### config.mk
export PLATFORM = sky130hd
export DESIGN_NAME = race_lt_array
export DESIGN_NICKNAME = d
export VERILOG_FILES = /design/src/rtl/race_pkg.sv /design/src/rtl/race_lt_chan.sv /design/src/rtl/race_lt_array.sv
export SDC_FILE = /design/constraint.sdc
export NUM_CORES = 1
export LEC_CHECK = 0
export CAP_MARGIN = 20
export CORE_MARGIN = 4
export CORE_UTILIZATION = 45
export CTS_BUF_LIST = sky130_fd_sc_hd__clkbuf_8 sky130_fd_sc_hd__clkbuf_16
export DETAILED_ROUTE_END_ITERATION = 6
export PLACE_DENSITY = 0.7
export SLEW_MARGIN = 10
export SYNTH_ARGS = -nofsm -noshare
export SYNTH_HDL_FRONTEND = slang
export SYNTH_SLANG_ARGS = --single-unit
export TNS_END_PERCENT = 5
### constraint.sdc
create_clock -name aclk -period 2.4 [get_ports aclk]
set_clock_uncertainty 0.1 [all_clocks]
set_input_delay 0.36 -clock aclk [delete_from_list [all_inputs] [get_ports aclk]]
set_output_delay 0.36 -clock aclk [all_outputs]
set_load 0.02 [all_outputs]
### src/rtl/race_pkg.sv
// ============================================================================
//  Module   : race_pkg
//  Purpose  : Shared types and helpers for the race-logic "a before b" array.
//  Revision : 1.0 - initial release
// ============================================================================
`default_nettype none

package race_pkg;

   typedef enum logic [2:0] {
      IDLE    = 3'd0,
      ARMED   = 3'd1,
      FIRE    = 3'd2,
      DONE    = 3'd3,
      BLOCKED = 3'd4
   } chan_state_t;

   // Counter must hold the value PULSE_WIDTH itself.
   function automatic int pulse_cnt_width(input int pulse_width);
      return $clog2(pulse_width + 1);
   endfunction

endpackage

`default_nettype wire

### src/rtl/race_lt_chan.sv
// ============================================================================
//  Module   : race_lt_chan
//  Purpose  : One channel: edge detect, a-before-b FSM, pulse and timestamp.
//  Revision : 1.0 - initial release
// ============================================================================
`default_nettype none

module race_lt_chan
   import race_pkg::*;
#(
   parameter int GAMMA_CYCLE_WIDTH = 16,
   parameter int PULSE_WIDTH       = 8,
   parameter int TIE_PASS          = 0
) (
   input  logic                         aclk,
   input  logic                         grst_n,
   input  logic                         rst,
   input  logic                         a,
   input  logic                         b,
   input  logic [GAMMA_CYCLE_WIDTH-1:0] gamma_time,
   output logic                         y,
   output logic                         y_valid,
   output logic [GAMMA_CYCLE_WIDTH-1:0] y_time
);

   localparam int                 c_CNT_W    = pulse_cnt_width(PULSE_WIDTH);
   localparam logic [c_CNT_W-1:0] c_PW       = c_CNT_W'(PULSE_WIDTH);
   localparam logic [c_CNT_W-1:0] c_ONE      = c_CNT_W'(1);
   localparam logic               c_TIE_PASS = (TIE_PASS != 0);

   chan_state_t                  r_state;
   logic                         r_prev_a;
   logic                         r_prev_b;
   logic [c_CNT_W-1:0]           r_cnt;
   logic                         r_y;
   logic                         r_valid;
   logic [GAMMA_CYCLE_WIDTH-1:0] r_time;

   logic w_a_rise;
   logic w_b_rise;

   assign w_a_rise = a & ~r_prev_a;
   assign w_b_rise = b & ~r_prev_b;

   always_ff @(posedge aclk or negedge grst_n) begin
      if (!grst_n) begin
         r_state  <= IDLE;
         r_prev_a <= 1'b0;
         r_prev_b <= 1'b0;
         r_cnt    <= '0;
         r_y      <= 1'b0;
         r_valid  <= 1'b0;
         r_time   <= '0;
      end else begin
         r_prev_a <= a;
         r_prev_b <= b;
         // A new gamma cycle overrides everything, including a live pulse.
         if (rst) begin
            r_state <= ARMED;
            r_cnt   <= '0;
            r_y     <= 1'b0;
            r_valid <= 1'b0;
            r_time  <= '0;
         end else begin
            case (r_state)
               ARMED: begin
                  if (w_a_rise && (!w_b_rise || c_TIE_PASS)) begin
                     r_state <= FIRE;
                     r_y     <= 1'b1;
                     r_valid <= 1'b1;
                     r_cnt   <= c_ONE;
                     r_time  <= gamma_time;
                  end else if (w_b_rise) begin
                     r_state <= BLOCKED;
                  end
               end
               FIRE: begin
                  if (r_cnt == c_PW) begin
                     r_state <= DONE;
                     r_y     <= 1'b0;
                  end else begin
                     r_cnt <= r_cnt + c_ONE;
                  end
               end
               default: begin
               end
            endcase
         end
      end
   end

   assign y       = r_y;
   assign y_valid = r_valid;
   assign y_time  = r_time;

endmodule

`default_nettype wire

### src/rtl/race_lt_array.sv
// ============================================================================
//  Module   : race_lt_array
//  Purpose  : N_CH-channel gamma-synchronised "a strictly before b" array.
//  Revision : 1.0 - initial release
// ============================================================================
`default_nettype none

module race_lt_array
   import race_pkg::*;
#(
   parameter int N_CH              = 4,
   parameter int GAMMA_CYCLE_WIDTH = 16,
   parameter int PULSE_WIDTH       = 8,
   parameter int TIE_PASS          = 0
) (
   input  logic                              aclk,
   input  logic                              grst_n,
   input  logic                              rst,
   input  logic [N_CH-1:0]                   a,
   input  logic [N_CH-1:0]                   b,
   output logic [N_CH-1:0]                   y,
   output logic [N_CH-1:0]                   y_valid,
   output logic [N_CH*GAMMA_CYCLE_WIDTH-1:0] y_time,
   output logic [GAMMA_CYCLE_WIDTH-1:0]      gamma_time
);

   localparam logic [GAMMA_CYCLE_WIDTH-1:0] c_GAMMA_MAX = '1;
   localparam logic [GAMMA_CYCLE_WIDTH-1:0] c_GAMMA_ONE = GAMMA_CYCLE_WIDTH'(1);

   logic [GAMMA_CYCLE_WIDTH-1:0] r_gamma;

   // Saturates rather than wraps so late arrivals never alias early ones.
   always_ff @(posedge aclk or negedge grst_n) begin
      if (!grst_n) begin
         r_gamma <= '0;
      end else if (rst) begin
         r_gamma <= '0;
      end else if (r_gamma != c_GAMMA_MAX) begin
         r_gamma <= r_gamma + c_GAMMA_ONE;
      end
   end

   assign gamma_time = r_gamma;

   generate
      for (genvar gi = 0; gi < N_CH; gi++) begin : g_chan
         race_lt_chan #(
            .GAMMA_CYCLE_WIDTH (GAMMA_CYCLE_WIDTH),
            .PULSE_WIDTH       (PULSE_WIDTH),
            .TIE_PASS          (TIE_PASS)
         ) u_chan (
            .aclk       (aclk),
            .grst_n     (grst_n),
            .rst        (rst),
            .a          (a[gi]),
            .b          (b[gi]),
            .gamma_time (r_gamma),
            .y          (y[gi]),
            .y_valid    (y_valid[gi]),
            .y_time     (y_time[gi*GAMMA_CYCLE_WIDTH +: GAMMA_CYCLE_WIDTH])
         );
      end
   endgenerate

endmodule

`default_nettype wire

==> results by group <==
Status
  – Outcome: completed

Synthesis
  – Synth Area in Compound Gates: 0.102
  – Syn Nets: ~570
  – Synth top area cells: dfrtp_1 54%, mux2i_1 8.8%, nor2_1 5.7%, a21oi_1 4.0%, nand2_1 2.8%
  – Post-synthesis sequential area ratio: 0.543
  – Post-Synth Simple-Gate Area: 0.181
  – Synth top area share: 0.543
  – Post-synth cell types: 60
  – Top cells by count, synth: 124 x dfrtp_1, 86 x nor2_1, 50 x mux2i_1, 46 x a21oi_1, 43 x nand2_1
  – Synth Area in XOR/XNOR: 0.00613
  – Cell area after synthesis: between 5000 and 6000 µm²
  – Synthesized instance count: around 550
  – Mux cell area share after synthesis: 0.0915
  – Post-synth EDFFs: 0
  – Post-Syn Area per Cell: 10.3 µm²
  – Largest family of logic cells by synthesized area: simple AND/OR/NAND/NOR gates
  – Adder-cell share of the synthesized area: 0.0197
  – Flops & latches, synth: between 100 and 150
  – Yosys top cell by area: dfrtp_1
  – Ys flop type: dfrtp_1
  – FFs w/ async S/R, synth: 1.00
  – Cell with the most instances after synthesis: dfrtp_1
  – YS warnings: 0

Power
  – Seq pwr share: 0.396
  – Worst vdd ir: 0.424 mV
  – Cell Int Power: roughly 4.3 mW
  – Sw Ratio: 0.218
  – Pwr dens: 731 nW/µm²
  – Clock share of power: 0.529
  – Logic pwr share: 0.075
  – Leakage: 3.34 nW
  – Net switching power: between 1 and 1.5 mW

Final layout
  – Fillers: 1010
  – Fin util: 0.621
  – Design area: 7580 µm²
  – Nets: around 670
  – Area growth syn-to-layout: 32.7%
  – # diodes: 0
  – Layout cells sized above 1: 0.113

Drt
  – Final WL: 13900 µm
  – Remaining antenna violation count after routing: 0
  – Vias per cell: 5.40
  – Initial DRT Pass Iterations: 5
  – Average wire per standard cell: 16.7 µm
  – Residual DRC count: 0
  – Initial DRC Count: about 330
  – Vias: 4506

Setup path
  – Critical Path RT: 1.94 ns
  – Worst Path Buf+Inv: 2
  – CP endpoint kind: primary output
  – Delay-heaviest family, CP: buffers and inverters
  – CP peak stage delay: 0.63 ns
  – Startpoint types: flop
  – R2R Path Start: gamma_time[0]
  – WP data arrival: around 1.6 ns
  – Reg2reg end: gamma_time[1]
  – R2r setup slk: around 0.36 ns
  – CP max stage cell: clkdlybuf4s50_1
  – Worst path cell trace: buf_4 > clkdlybuf4s50_1
  – CP max FO: 9
  – CP startpoint: gamma_time[2]
  – Setup CP Type: reg -> out
  – R2R cell count: 5

Die
  – Row cnt: 40
  – Die X-Extent: 121 µm
  – Initial Utilization: 0.468
  – Core area: roughly 12000 µm²
  – # IOs: 99
  – Die height: approximately 120 µm
  – Die footprint: ~15000 µm²

Place
  – RD Place Congestion: 0.809
  – Placed cell area: 6890 µm²
  – Input/output buffers: 98
  – Pre-CTS WS: 0.223 ns
  – DP HPWL: 9440 µm

Timing
  – Final min period: 2.06 ns
  – Unrepaired setup endpoints after global routing: false
  – Max_slew headroom: 0.625
  – Final Hold Vio Count: 0
  – Setup Viol. Count Final: 0
  – Worst setup margin: 0.337 ns
  – Worst-Margin Slew: roughly 0.56 ns
  – Fmax: between 0.4 and 0.5 GHz
  – Final setup TNS: 0 ns
  – Tcrit/Tclk final: 0.859
  – Slew Limit Fails: 0

CTS
  – Clk root buf: clkbuf_16
  – Worst-path clk slew: 0.05 ns
  – H-tree Lvls: 4
  – Postcts setup bufs: 0
  – CTS max path bufs: 2
  – Clock sink count: between 100 and 150
  – Clock latency on the worst-skew pair: 0.42 ns
  – CTS tree: done
  – Quantity of hold-fixing buffers added after cts: 1
  – Clock buffers created by TritonCTS: 17
  – Post-cts sizing count: 0

Min path
  – Hold WC Path Type: in -> reg
  – Hold endpoint: g_chan[3].u_chan.y_time[2]
  – Worst Hold Depth: 2
  – HP Start: rst

Global route
  – Total gr overflow: 0
  – Vias in the first global route: 4623
  – Global-route wire length before repair: 23400 µm
  – Pin count of the biggest net entering global routing: 58
  – Total track usage: 0.202
  – Initial antenna violation count: 0

Flow run
  – Max_cap viols: 0
==> routing by layer <==
layer | GRT usage | vias to the layer above | share of wire
met2 | 0.321 | 139 | 0.48
met3 | 0.0659 | 23 | 0.063
met5 | 0 | - | 0
met4 | 0.0687 | 0 | 0.017
li1 | - | 2097 | -
met1 | 0.260 | 2247 | 0.44
==> cells by family (layout without fill, tap and decap cells) <==
family | count (synthesis) | after routing
compound gates | 95 | 95
xor+xnor | 4 | 4
fa+ha+maj | 9 | 9
buf+inv | 60 | 173
flops | 124 | 124
mux | 52 | 52
simple gates | 209 | 209
==> cells in the final DEF, fill, tap and decap left out, types with 3 or more instances in the layout <==
cell type          n
o31ai_1            6
and3_1             4
nand3_1            9
clkbuf_8           3
or3b_1             3
or3_1              6
clkdlybuf4s50_1   96
and3b_1            3
clkinv_2           4
inv_1             16
a21oi_1           46
buf_12             3
nand4_1            3
dfrtp_1          124
nor2_1            86
and2_1             3
clkbuf_16         17
nor2b_1            8
ha_1               9
nor3_1            11
a31oi_1            5
xor2_1             4
mux2i_1           50
o21ai_0           15
nand2b_1           8
buf_4             25
nand2_1           43
a211oi_1           3
bufinv_16          6
nor3b_1            3
==> state kept, by name (all words and copies together) (netlist names) <==
name                    flops
g_chan.u_chan.y_time       64
g_chan.u_chan.r_cnt        16
gamma_time                 16
g_chan.u_chan.r_state      12
g_chan.u_chan.r_prev_a      4
g_chan.u_chan.r_prev_b      4
g_chan.u_chan.y             4
g_chan.u_chan.y_valid       4
==> worst reg2reg max path, cell delays in order (launching register included) <==
cell     delay, ns
dfrtp_1       0.35
ha_1          0.22
nand4_2       0.31
nor4_4        0.65
mux2i_1       0.25
nor2_1        0.05
==> per-stage QoR <==
step | hold WS [ns] | cells | power (mW)
2_1_floorplan | -0.0356 | 553 | 2.49
3_3_place_gp | 0.221 | 801 | 2.63
3_5_place_dp | 0.223 | 801 | 2.64
4_1_cts | 0.262 | 834 | 5.59
5_1_grt | 0.305 | 834 | 5.73
6_report | 0.272 | 834 | 5.54
==> worst max path at each step <==
stage,endpoint,slack [ns],cells after the start
floorplan,gamma_time[13],0.42,6
global placement,g_chan[1].u_chan.y_time[14],0.26,5
detailed placement,g_chan[3].u_chan.r_cnt[0],0.22,5
CTS,gamma_time[10],0.33,2
global route,gamma_time[7],0.17,5
finish,gamma_time[2],0.34,2
==> power groups by stage <==
stage | Clock [mW] | Combinational [mW] | Sequential (mW)
2_1_floorplan | 0 | 0.254 | 2.23
3_3_place_gp | 0 | 0.403 | 2.23
3_5_place_dp | 0 | 0.414 | 2.23
4_1_cts | 2.98 | 0.418 | 2.20
5_1_grt | 3.07 | 0.455 | 2.21
6_report | 2.93 | 0.413 | 2.20
==> area by class of cell <==
class / count / area, µm² / share of cell area
clock buffer: 20 / 467 / 0.0616
tap: 168 / 210 / 0.0277
timing repair buffer: 125 / 1220 / 0.161
multi-input combinational: 369 / 2310 / 0.304
clock inverter: 12 / 215 / 0.0284
sequential: 124 / 3100 / 0.409
inverter: 16 / 60.1 / 0.00792
(Power assumes the default switching activity.)
